[config.mk]
export PLATFORM = sky130hd
export DESIGN_NAME = ahb_man_ctrl
export DESIGN_NICKNAME = d
export VERILOG_FILES = /design/src/rtl/ahb_man_ctrl_pkg.sv /design/src/rtl/ahb_man_wbuf.sv /design/src/rtl/ahb_man_ctrl.sv
export SDC_FILE = /design/constraint.sdc
export NUM_CORES = 1
export LEC_CHECK = 0
export ABC_AREA = 0
export BUFFER_PORTS_ARGS = -buffer_cell sky130_fd_sc_hd__buf_2
export CORE_ASPECT_RATIO = 2
export CORE_MARGIN = 3
export CORE_UTILIZATION = 25
export CTS_BUF_LIST = sky130_fd_sc_hd__clkbuf_8 sky130_fd_sc_hd__clkbuf_16
export DETAILED_ROUTE_END_ITERATION = 16
export HOLD_SLACK_MARGIN = 0.12
export PLACE_DENSITY = 0.54
export SYNTH_ARGS = -nofsm -noshare
export SYNTH_HDL_FRONTEND = slang
export SYNTH_HIERARCHICAL = 1
export SYNTH_SLANG_ARGS = --single-unit
[constraint.sdc]
create_clock -name clk -period 5.2 [get_ports clk]
set_input_delay 0.26 -clock clk [delete_from_list [all_inputs] [get_ports clk]]
set_output_delay 0.26 -clock clk [all_outputs]
set_load 0.1 [all_outputs]
[src/rtl/ahb_man_ctrl_pkg.sv]
// ahb_man_ctrl_pkg: AHB-Lite encodings and manager FSM states shared by the manager engine
package ahb_man_ctrl_pkg;
  typedef enum logic [1:0] {TR_IDLE = 2'd0, TR_BUSY = 2'd1, TR_NONSEQ = 2'd2, TR_SEQ = 2'd3} trans_t;
  typedef enum logic [2:0] {BU_SINGLE = 3'd0, BU_INCR = 3'd1} burst_t;
  typedef enum logic [1:0] {RE_OKAY = 2'd0, RE_ERROR = 2'd1} resp_t;
  typedef enum logic [2:0] {S_IDLE, S_ADDR, S_BURST, S_DRAIN, S_ERR} state_t;
  function automatic logic [2:0] size_of(int dw);
    return 3'($clog2(dw / 8));
  endfunction
endpackage

[src/rtl/ahb_man_wbuf.sv]
// ahb_man_wbuf: one-beat write holding register with valid/ready
module ahb_man_wbuf #(
  parameter int DataWidth = 32
) (
  input  logic                 clk,
  input  logic                 reset,
  input  logic                 flush,
  input  logic                 in_valid,
  output logic                 in_ready,
  input  logic [DataWidth-1:0] in_data,
  output logic                 out_valid,
  output logic [DataWidth-1:0] out_data,
  input  logic                 out_pop
);
  logic full;
  logic [DataWidth-1:0] data;
  assign in_ready = !full || out_pop;
  assign out_valid = full;
  assign out_data = data;
  always_ff @(posedge clk) begin
    if (reset || flush) begin
      full <= 1'b0;
      data <= '0;
    end else if (in_valid && in_ready) begin
      full <= 1'b1;
      data <= in_data;
    end else if (out_pop) begin
      full <= 1'b0;
    end
  end
endmodule

[src/rtl/ahb_man_ctrl.sv]
// ahb_man_ctrl: AHB-Lite manager engine turning local burst commands into pipelined AHB transfers
module ahb_man_ctrl
  import ahb_man_ctrl_pkg::*;
#(
  parameter int AddrWidth = 32,
  parameter int DataWidth = 32,
  parameter int MaxBeats = 16,
  localparam int LenWidth = $clog2(MaxBeats)
) (
  input  logic                 clk,
  input  logic                 reset,
  input  logic                 cmd_valid,
  output logic                 cmd_ready,
  input  logic                 cmd_write,
  input  logic [AddrWidth-1:0] cmd_addr,
  input  logic [LenWidth-1:0]  cmd_len,
  input  logic                 wr_valid,
  output logic                 wr_ready,
  input  logic [DataWidth-1:0] wr_data,
  output logic                 rd_valid,
  output logic [DataWidth-1:0] rd_data,
  output logic                 done,
  output logic                 done_err,
  output logic [AddrWidth-1:0] addr,
  output logic [1:0]           trans,
  output logic [2:0]           burst,
  output logic [2:0]           size,
  output logic                 write,
  output logic [DataWidth-1:0] wData,
  input  logic                 readyIn,
  input  logic [DataWidth-1:0] rData,
  input  logic [1:0]           resp
);
  localparam int Step = DataWidth / 8;
  localparam int CntWidth = LenWidth + 1;
  state_t st, st_n;
  trans_t trans_r, trans_n;
  burst_t burst_r, burst_n;
  logic [AddrWidth-1:0] addr_r, addr_n, addr_step;
  logic write_r, write_n, dp, dp_n, dp_last, dp_last_n;
  logic [LenWidth-1:0] len_r, len_n;
  logic [CntWidth-1:0] a_cnt, a_cnt_n, wr_cnt, wr_cnt_n, beats_n, len_ext;
  logic [DataWidth-1:0] wdata_r, wdata_n, buf_data;
  logic resp_err, is_addr, accept, hold, fin, active, flush_w, cmd_hs, wr_hs, push, pop;
  logic buf_valid, buf_in_ready, buf_flush, avail, more, first, seq_ok;

  ahb_man_wbuf #(.DataWidth(DataWidth)) u_wbuf (
    .clk(clk), .reset(reset), .flush(buf_flush), .in_valid(push), .in_ready(buf_in_ready),
    .in_data(wr_data), .out_valid(buf_valid), .out_data(buf_data), .out_pop(pop)
  );

  assign len_ext = {1'b0, len_r};
  assign resp_err = resp == RE_ERROR;
  assign is_addr = trans_r == TR_NONSEQ || trans_r == TR_SEQ;
  assign accept = readyIn && is_addr;
  assign hold = is_addr && !readyIn;
  assign fin = dp && readyIn && (resp_err || dp_last);
  assign active = st == S_ADDR || st == S_BURST;
  // after an error, leftover write beats of the command are swallowed before a new command
  assign flush_w = write_r && wr_cnt <= len_ext && (st == S_ERR || st == S_IDLE);
  assign cmd_ready = !reset && st == S_IDLE && !flush_w;
  assign cmd_hs = cmd_valid && cmd_ready;
  assign wr_ready = !reset && (flush_w || (buf_in_ready &&
                    (active ? write_r && wr_cnt <= len_ext : cmd_hs && cmd_write)));
  assign wr_hs = wr_valid && wr_ready;
  assign push = wr_hs && !flush_w;
  assign pop = accept && write_r;
  assign avail = !write_r || push || (buf_valid && !pop);
  assign beats_n = a_cnt + CntWidth'(accept);
  assign addr_step = accept ? addr_r + AddrWidth'(Step) : addr_r;
  assign more = beats_n <= len_ext;
  assign first = beats_n == '0;
  assign seq_ok = !first && addr_step[9:0] != '0;
  assign done = !reset && fin;
  assign done_err = done && resp_err;
  assign rd_valid = !reset && dp && readyIn && !resp_err && !write_r;
  assign rd_data = rData;
  assign addr = addr_r;
  assign trans = trans_r;
  assign burst = burst_r;
  assign size = size_of(DataWidth);
  assign write = write_r;
  assign wData = wdata_r;

  always_comb begin
    st_n = st;
    trans_n = trans_r;
    addr_n = addr_step;
    burst_n = burst_r;
    write_n = write_r;
    len_n = len_r;
    a_cnt_n = beats_n;
    wr_cnt_n = wr_cnt + CntWidth'(wr_hs);
    dp_n = readyIn ? accept : dp;
    dp_last_n = readyIn ? accept && a_cnt == len_ext : dp_last;
    wdata_n = pop ? buf_data : wdata_r;
    buf_flush = 1'b0;
    case (st)
      S_IDLE: if (cmd_hs) begin
        st_n = S_ADDR;
        trans_n = (!cmd_write || wr_hs) ? TR_NONSEQ : TR_IDLE;
        addr_n = cmd_addr;
        burst_n = cmd_len == '0 ? BU_SINGLE : BU_INCR;
        write_n = cmd_write;
        len_n = cmd_len;
        a_cnt_n = '0;
        wr_cnt_n = CntWidth'(wr_hs);
      end
      S_ADDR, S_BURST: begin
        st_n = !more ? S_DRAIN : first ? S_ADDR : S_BURST;
        if (!hold)
          trans_n = !more ? TR_IDLE : avail ? (seq_ok ? TR_SEQ : TR_NONSEQ) : first ? TR_IDLE : TR_BUSY;
      end
      default: ;
    endcase
    if (dp && !readyIn && resp_err && st != S_ERR) begin
      st_n = S_ERR;
      trans_n = TR_IDLE;
      buf_flush = 1'b1;
    end
    if (fin) begin
      st_n = S_IDLE;
      trans_n = TR_IDLE;
      dp_n = 1'b0;
      buf_flush = 1'b1;
    end
  end

  always_ff @(posedge clk) begin
    if (reset) begin
      st <= S_IDLE;
      trans_r <= TR_IDLE;
      burst_r <= BU_SINGLE;
      addr_r <= '0;
      write_r <= 1'b0;
      len_r <= '0;
      a_cnt <= '0;
      wr_cnt <= '0;
      dp <= 1'b0;
      dp_last <= 1'b0;
      wdata_r <= '0;
    end else begin
      st <= st_n;
      trans_r <= trans_n;
      burst_r <= burst_n;
      addr_r <= addr_n;
      write_r <= write_n;
      len_r <= len_n;
      a_cnt <= a_cnt_n;
      wr_cnt <= wr_cnt_n;
      dp <= dp_n;
      dp_last <= dp_last_n;
      wdata_r <= wdata_n;
    end
  end
endmodule

-- Word level (Yosys, flattened, before mapping)
Index checks and enable logic that the tools add are counted.
- input port bits: 108
- logic and storage cells: 117
- output and inout bits: 110
- register bits after elaboration: 122
- reduce and logical (&&, ||, !) cells: 61
- $add $sub $neg: 3
- $lt $le $gt $ge: 2
- eq/ne operators: 11
- mux-type cells: 26
- operators with widths (kind ; number):
    $mux W32 ; 3
    $add A32 B3 Y32 const B ; 1
    $logic_and A1 B1 Y1 ; 28
    $mux W5 ; 4
    $mux W2 ; 7
    $add A5 B1 Y5 ; 2
    $le A5 B4 Y1 ; 2
    $logic_or A1 B1 Y1 ; 10
    $reduce_bool A10 Y1 ; 1
    $logic_not A1 Y1 ; 9
    $mux W1 ; 8
    $mux W3 ; 2
    $pmux W3 S2 ; 1
    $reduce_and A2 Y1 ; 3
    $eq A5 B4 Y1 ; 1
    $logic_not A5 Y1 ; 1
    $eq A2 B2 Y1 const B ; 2
    $logic_not A4 Y1 ; 1
    $ne A2 B2 Y1 const B ; 2
    $pmux W2 S2 ; 1
    $reduce_bool A2 Y1 ; 2
    $reduce_or A2 Y1 ; 2
    $eq A3 B1 Y1 const B ; 1
    $eq A3 B2 Y1 const B ; 1
    other kinds (8) ; 8

-- Depth between registers and ports, before layout
Gate-level depths: netlist (run 1).
- depth after elaboration: 19
- mapped depth: 17
- gate-level depth less buffers: 14

-- Hierarchy
The synthesis (run 1) kept the hierarchy.
- modules (own cells, without submodules) (module ; area an instance (um^2) ; instances ; seq. area each (um^2) ; cells an instance):
    ahb_man_ctrl ; 4519.3 ; 1 ; 1741.7 ; 553
    ahb_man_wbuf ; 1380.1 ; 1 ; 660.6 ; 152

-- Worst setup path after synthesis (run 1)
OpenSTA, ideal clock, no wires.
- path kind: register to register
- start: reg trans_r[1], in the netlist trans[1]
- end: reg wr_cnt[4]
- slack: -0.014 ns
- arrival: 5.088 ns
- stages on the path, launching flop included: 18
- required time: 5.074 ns
- path buffers: 3
- setup time: 0.126 ns
- period minus slack after synthesis: 5.214 ns
- path through: dfxtp_1 > nand2_2 > clkinv_1 > nand2_1 > inv_1 > buf_1 > nand2b_4 > buf_6 > buf_2 > and3b_1 > nor2_1 > o22ai_1 > and2_1 > ha_1 > ha_1 > nand3_1 > xor2_1 > nor2_1
- cells in the longest elaborated chain, start to end: 12
- elaborated cells on any way between the ends: 13
- those cells by class: 1 x add/sub; 2 x eq/ne; 2 x mux; 8 x reduce/logical
- RTL lines (what ; line ; source):
    start: declaration ; ahb_man_ctrl.sv:37 ; trans_t trans_r, trans_n;
    start signal: assignment ; ahb_man_ctrl.sv:144 ; trans_r <= trans_n;
    $eq A2 B2 Y1 ; ahb_man_ctrl.sv:54 ; assign is_addr = trans_r == TR_NONSEQ || trans_r == TR_SEQ;
    $logic_or A1 B1 Y1 * ; ahb_man_ctrl.sv:54 ;
    $logic_and A1 B1 Y1 * ; ahb_man_ctrl.sv:55 ; assign accept = readyIn && is_addr;
    named net accept ; ahb_man_ctrl.sv:44 ; logic resp_err, is_addr, accept, hold, fin, active, flush_w, cmd_hs, wr_hs, push, pop;
    $logic_and A1 B1 Y1 * ; ahb_man_ctrl.sv:67 ; assign pop = accept && write_r;
    named net pop ; ahb_man_ctrl.sv:44 ;
    $logic_or A1 B1 Y1 * ; ahb_man_wbuf.sv:17 ; assign in_ready = !full || out_pop;
    named net buf_in_ready ; ahb_man_ctrl.sv:45 ; logic buf_valid, buf_in_ready, buf_flush, avail, more, first, seq_ok;
    $logic_and A1 B1 Y1 * ; ahb_man_ctrl.sv:63 ; assign wr_ready = !reset && (flush_w || (buf_in_ready &&
    $logic_or A1 B1 Y1 * ; ahb_man_ctrl.sv:63 ;
    $logic_and A1 B1 Y1 * ; ahb_man_ctrl.sv:63 ;
    named net wr_ready ; ahb_man_ctrl.sv:18 ; output logic wr_ready,
    $logic_and A1 B1 Y1 * ; ahb_man_ctrl.sv:65 ; assign wr_hs = wr_valid && wr_ready;
    $add A5 B1 Y5 * ; ahb_man_ctrl.sv:93 ; wr_cnt_n = wr_cnt + CntWidth'(wr_hs);
    $mux W5 ; ahb_man_ctrl.sv:99 ; S_IDLE: if (cmd_hs) begin
    $mux W5 * ; ahb_man_ctrl.sv:98 ; case (st)
    end signal: assignment ; ahb_man_ctrl.sv:150 ; wr_cnt <= wr_cnt_n;
    end: declaration ; ahb_man_ctrl.sv:42 ; logic [CntWidth-1:0] a_cnt, a_cnt_n, wr_cnt, wr_cnt_n, beats_n, len_ext;
Mark *: on every way through the listed nets, which the timed path passes. The rest lies on a longest branch.
A chain may end at the register's enable or synchronous reset.

-- Worst setup path after layout (run 1)
- start: reg trans_r[1], in the netlist trans[1]
- end: reg u_wbuf.data[27], in the netlist u_wbuf/out_data[27]
- cells in the longest elaborated chain, start to end: 11
- elaborated cells on any way between the ends: 12
- those cells by class: 2 x eq/ne; 10 x reduce/logical
- RTL lines (what ; line ; source):
    $eq A2 B2 Y1 ; ahb_man_ctrl.sv:54 ;
    $logic_or A1 B1 Y1 * ; ahb_man_ctrl.sv:54 ;
    $logic_and A1 B1 Y1 * ; ahb_man_ctrl.sv:55 ;
    named net accept ; ahb_man_ctrl.sv:44 ;
    $logic_and A1 B1 Y1 * ; ahb_man_ctrl.sv:67 ;
    $logic_or A1 B1 Y1 * ; ahb_man_wbuf.sv:17 ;
    named net buf_in_ready ; ahb_man_ctrl.sv:45 ;
    $logic_and A1 B1 Y1 * ; ahb_man_ctrl.sv:63 ;
    $logic_or A1 B1 Y1 * ; ahb_man_ctrl.sv:63 ;
    $logic_and A1 B1 Y1 * ; ahb_man_ctrl.sv:63 ;
    $logic_and A1 B1 Y1 * ; ahb_man_ctrl.sv:65 ;
    $logic_and A1 B1 Y1 * ; ahb_man_ctrl.sv:66 ; assign push = wr_hs && !flush_w;
    named net push ; ahb_man_ctrl.sv:44 ;
    $logic_and A1 B1 Y1 * ; ahb_man_wbuf.sv:24 ; end else if (in_valid && in_ready) begin
    end signal: assignment ; ahb_man_wbuf.sv:26 ; data <= in_data;
    end: declaration ; ahb_man_wbuf.sv:16 ; logic [DataWidth-1:0] data;
Marks and branches as above.

==> results of run 1 <==
## metal layers
| layer | track usage (%) | vias up |
|---|---|---|
| li1 | - | 2717 |
| met1 | 14.03 | 2487 |
| met2 | 27.67 | 130 |
| met3 | 3.637 | 27 |
| met4 | 6.022 | 0 |
| met5 | 0 | - |
## flip-flops by register name, summed over array words and instances, names as in the netlist, 2 cells and up
signal / flops
st: 3
wr_cnt: 5
trans: 2
u_wbuf/out_data: 32
addr: 32
a_cnt: 5
len_r: 4
wData: 32
## cell usage in the layout, fill, tap and decap left out, types with 17 or more instances in the layout
cell type      count
nand2_1          148
buf_2            148
dfxtp_1          120
dlygate4sd3_1     63
a21oi_1           43
nand4_1           39
nor2_1            34
xor2_1            24
o21ai_2           24
nand3_1           22
o21ai_0           18
xnor2_1           17
clkbuf_16         17
## how the worst min path moves through the flow
stage | cells past startpoint | to | slack, ps | start
detailed placement | 2 | u_wbuf/out_data[5] | 440 | u_wbuf/out_data[5]
global route | 3 | addr[12] | 140 | cmd_addr[12]
finish | 3 | addr[12] | 150 | cmd_addr[12]
floorplan | 2 | addr[10] | 370 | cmd_addr[10]
CTS | 3 | addr[12] | 120 | cmd_addr[12]
global placement | 2 | u_wbuf/out_data[2] | 440 | u_wbuf/out_data[2]
## stage by stage
step | cells | worst slack [ps] | utilization, %
after floorplan | 708 | 709.9 | -
after global placement | 1062 | 1215 | 28.53
after detailed placement | 1062 | 1125 | 28.53
after CTS | 1157 | 1090 | 33.90
after global routing | 1157 | 793.7 | 33.90
final | 1157 | 1170 | 33.90
## critical path: cells and delay by family, from the launching register on
kind,cells,cell delay (ps)
simple gates,6,1700
flops,1,440
compound gates,3,450
buf+inv,5,1220
## report_power, final
part / internal (mW) / switching (mW)
logic: 0.304 / 0.954
registers: 1.03 / 0.125
clock network: 0.753 / 0.434
## kinds of logic after synthesis
kind of cell    synth area share (%)
flops                          40.72
mux                           0.1697
other cells                   0.1273
buf+inv                        9.735
fa+ha+maj                      2.757
xor+xnor                       6.087
simple gates                   24.92
compound gates                 15.48
## final cells by class
cell class / count / area share, %
Multi-Input combinational cell: 497 / 38.11
Inverter: 11 / 0.5311
Sequential cell: 120 / 30.90
Clock buffer: 21 / 6.180
Tap cell: 280 / 4.506
Clock inverter: 11 / 1.561
Timing Repair Buffer: 217 / 18.22
## what timing repair did
action,4_1_cts,5_1_grt
gates resized for setup,0,0
hold buffers,63,0
buffers inserted,0,0
hold endpoints to repair,63,0
==> metrics, run 1 <==
register area 2402 um2; Synth Area per Inst 8.368 um2; Worst Tran Pin Value 736.4 ps; Peak VDD IR 0.2726 mV; Slowest Stage Delay on Critical Path 570 ps; Total Die Area 25590 um2; reg-to-reg endpoint u_wbuf/out_data[27]; Pwr Density 462.4 nW/um2; clk sink count 120; initial antenna violation count 0; EDFF count, synth 0; Tmin final between 4000 and 5000 ps; Final Max Tran Viols 0; Starting DRT DRC Count approximately 250; Setup crit end kind flip-flop; Yosys cell types 63; CTS max path bufs 2; CTS Buf Count 17; Critical Path Fanout Max 36; drt total wl 18.04 mm; H-tree depth 4; Post-synth ARST share 0%; slowest CP cell and2_4; Detailed Routing Iterations Pass 1 4; number of max-cap violations 0; Clk Latency, worst-skew pair 420 ps; final count of negative-setup-slack endpoints 0; Critical path origin trans[1]; total gr overflow 0; leak pwr 3.172 nW; Final ANT Viol Nets 0; routed length per placed instance 15.60 um; Starting Density 25.72%; Top-Level Pins between 200 and 250; ys flop type dfxtp_1; unrepaired setup endpoints after global routing false; Final period util 77.50%; clk root buf clkbuf_16; Area Growth Syn to Fin 31.79%; top post-synthesis cells by area dfxtp_1 41%, nand2_1 9.4%, buf_4 5.1%; sequential element share of the synthesized area about two fifths; Port-buffer cells 148; worst setup path category flip-flop to flip-flop; fraction of post-synthesis cell area in the top cell type by area 40.72%; leading area contributor after synthesis dfxtp_1; first-pass GRT wire length 28.48 mm; Syn Inst Count between 700 and 800; fillers 2371; clock-pin slew on the worst setup and hold paths 60 ps; Die H 223.2 um; crit path launch type flip-flop; setup tns final 0 ps; met3 WL 993 um; nets@finish 985; overall routing resource usage 14.38%; max frequency between 200 and 250 MHz; Final Power 3.595 mW; Hold Path Class input pin to flip-flop; worst path arrival time 4310 ps; Final Wtd Congestion approximately 0.8; M1 WL 6.574 mm; reg2reg start trans[1]; Yosys reg bits 120; CTS tree yes; Site Rows just under 80; Slew HR 50.90%; worst reg2reg setup slack 1170 ps; Ant. Diodes 0; Final Hold Fails 0; max layer used met4; vias in the first global route 5536; DIE WIDTH between 100 and 150 um; Vias/cell 4.634; Design Area, Final 7775 um2; routed wl met2 10.10 mm; crit path capture u_wbuf/out_data[27]; crit-path most repeated cell buf_4; hpwl dp 13.00 mm; list of most frequent post-synthesis cells 148 x nand2_1, 120 x dfxtp_1, 44 x a21oi_1; clk_skew 5.468 ps; synthesized cell area 5899 um2; hold slack 147.4 ps; top-count cell post-synth nand2_1; DRC viols 0; multi-input logic area between 2000 and 3000 um2; DR vias 5361; pin count of the biggest net entering global routing 66; critical path required time 5480 ps; layout cells sized above 1 26.57%; outcome completed; Cell Area, Placed between 6000 and 7000 um2; Syn. warnings 6; crit path cell chain nand2_2 > clkinv_1 > nand2_1 > buf_4 > inv_1 > buf_4 > nand2b_4 > o211ai_1 > nor3b_1 > nand3_1 > o21ai_2 > buf_4 > and2_4 > o21ai_0; reg2reg path depth 14; Core Area 22930 um2
Note: power is estimated with default switching activity, not from simulation.
==> run 2: changes to the inputs <==
==> constraint.sdc (replaced) <==
create_clock -name clk -period 4.1 [get_ports clk]
set_input_delay 0.205 -clock clk [delete_from_list [all_inputs] [get_ports clk]]
set_output_delay 0.205 -clock clk [all_outputs]
set_load 0.1 [all_outputs]
==> run 2 against run 1 <==
Sequential power grew 27%; critical path depth down 2; sequential share of layout area is 0.11 points lower; routed wire length is 2.2% higher; total power increased by 25%; cell count grew 0.35%; hold slack improved by 45 ps; combinational power grew 30%; flip-flop and latch count is the same; clock skew increased by 5.0 ps; clock power rose by 16%; via count rose by 1.1%; highest routed layer unchanged.
==> metrics, run 2 (synthesis gave the netlist of run 1 again) <==
Top-Level Pins 218 (unchanged); post-route insts no fill 1161 (+0.35%); # resized after CTS 0 (unchanged); max frequency 294.6 MHz (+19%); Final Max Tran Viols 0 (unchanged); initial antenna violation count 0 (unchanged); worst path arrival time 3670 ps (-640 ps); Cell Area, Placed 6586 um2 (+0.67%); Crit path buffers/inverters 3 (-2); overall routing resource usage 14.66% (+0.28 points); Pwr Density 575.0 nW/um2 (+24%); leak pwr 3.193 nW (+0.66%); Detailed Routing Iterations Pass 1 4 (unchanged); vias in the first global route 5594 (+1.0%); postcts setup bufs 0 (unchanged); first-pass GRT wire length 29.14 mm (+2.3%); critical path required time 4370 ps (-1110 ps); crit path cell chain nand2_2 > clkinv_1 > nand2_1 > inv_1 > buf_4 > nand2b_4 > o211ai_1 > nor3b_1 > nand3_1 > o21ai_4 > and2_4 > o21ai_0; DIE WIDTH 114.6 um (unchanged); Slowest Stage Delay on Critical Path 480 ps (-90 ps); CTS Buf Count 17 (unchanged); Starting DRT DRC Count 206 (-17%); layout cells sized above 1 25.99% (-0.57 points); pin count of the biggest net entering global routing 64 (-3.0%); Site Rows 78 (unchanged); DRC viols 0 (unchanged); CTS tree yes; H-tree depth 4 (unchanged); hold-fix buffer count after cts 69 (+9.5%); placed cell count 1062 (unchanged); Port-buffer cells 148 (unchanged); Hold Path Class input pin to flip-flop; Design Area, Final 7806 um2 (+0.40%); worst setup path category flip-flop to flip-flop; Final period util 82.80% (+5.3 points); Starting Density 25.72% (unchanged); most frequent cells in the layout 148 x nand2_1, 147 x buf_2, 119 x dfxtp_1; multi-input logic area 2978 um2 (+0.51%); nets@finish 991 (+0.61%); hold slack 192.9 ps (+45.48 ps); clock-pin slew on the worst setup and hold paths 60 ps (about the same); DR vias 5422 (+1.1%); Total Die Area 25590 um2 (unchanged); Vias/cell 4.670 (+0.79%); outcome completed; total gr overflow 0 (unchanged); hpwl dp 13.18 mm (+1.4%); Final ANT Viol Nets 0 (unchanged); Clk Latency, worst-skew pair 420 ps (about the same); fillers 2415 (+1.9%); routed length per placed instance 15.89 um (+1.9%); most common cell after layout, fill and taps aside nand2_1; final core utilization 34.04% (+0.14 points); Ant. Diodes 0 (unchanged); Die H 223.2 um (unchanged); drt total wl 18.45 mm (+2.2%); crit path launch type flip-flop; setup tns final 0 ps (unchanged); Final Hold Fails 0 (unchanged); Worst Tran Pin Value 748.7 ps (+12.26 ps); final count of negative-setup-slack endpoints 0 (unchanged); Critical Path Fanout Max 36 (unchanged); crit-path leading delay family simple AND/OR/NAND/NOR gates; number of max-cap violations 0 (unchanged); Setup crit end kind flip-flop; Core Area 22930 um2 (unchanged); unrepaired setup endpoints after global routing false; clk root buf clkbuf_16; CTS max path bufs 2 (unchanged); Peak VDD IR 0.4233 mV (+55%); Slew HR 50.09% (-0.82 points); Final Wtd Congestion 0.7591 (-5.1%); Area Growth Syn to Fin 32.32%; clk_skew 10.51 ps (+5.040 ps); register area 2404 um2 (about the same); Tmin final 3395 ps (-635.5 ps); clk sink count 120 (unchanged); slowest CP cell nand2b_4
## run 2: cell types whose count changed in the layout (fill, tap and decap cells not counted), sizes merged
| cell | delta |
|---|---|
| clkbuf | -3 |
| clkinvlp | -3 |
| dlygate4sd3 | +6 |
| inv | +3 |
| clkinv | +2 |
| bufinv | -1 |
## run 2: worst reg2reg max path, cell delays in order (launching register included)
cell and delay, ps:
dfxtp_2 390, nand2_2 110, clkinv_1 170, nand2_1 100
inv_1 70, buf_4 340, nand2b_4 490, o211ai_1 270
nor3b_1 320, nand3_1 170, o21ai_4 90, and2_4 480
o21ai_0 240
## run 2: per-stage QoR
step / worst slack, ps / power, mW
floorplan: 70.88 / 2.889
global placement: 759.1 / 3.083
detailed placement: 687.5 / 3.087
CTS: 679.1 / 4.538
global route: 365.0 / 4.696
finish: 705.3 / 4.488
## run 2: final timing paths
check                                        start                   to  slack, ps  depth (start not counted)
worst min-delay path                       readyIn                st[2]        190                          4
worst min register to register  u_wbuf/out_data[3]   u_wbuf/out_data[3]        450                          2
worst max register to register            trans[1]  u_wbuf/out_data[26]        710                         12
worst max-delay path                      trans[1]  u_wbuf/out_data[26]        710                         12
## run 2: where the power goes
part / switching (mW) / total, mW / internal [mW]
Clock: 0.553 / 1.38 / 0.829
Combinational: 1.24 / 1.64 / 0.404
Sequential: 0.159 / 1.46 / 1.30
Total: 1.95 / 4.49 / 2.54
## run 2: per-layer routing
metal | GRT usage (%) | vias to the layer above | part of all wire (%)
met5 | 0 | - | 0
met4 | 5.063 | 0 | 1.8
met2 | 28.06 | 143 | 56
li1 | - | 2723 | -
met3 | 3.990 | 41 | 5.3
met1 | 14.72 | 2515 | 37
## run 2: layout make-up
class	count	share of cell area [%]
Sequential cell	120	30.79
Timing Repair Buffer	223	19.27
Clock buffer	18	5.626
Multi-Input combinational cell	497	38.15
Inverter	11	0.5289
Clock inverter	12	1.154
Tap cell	280	4.488
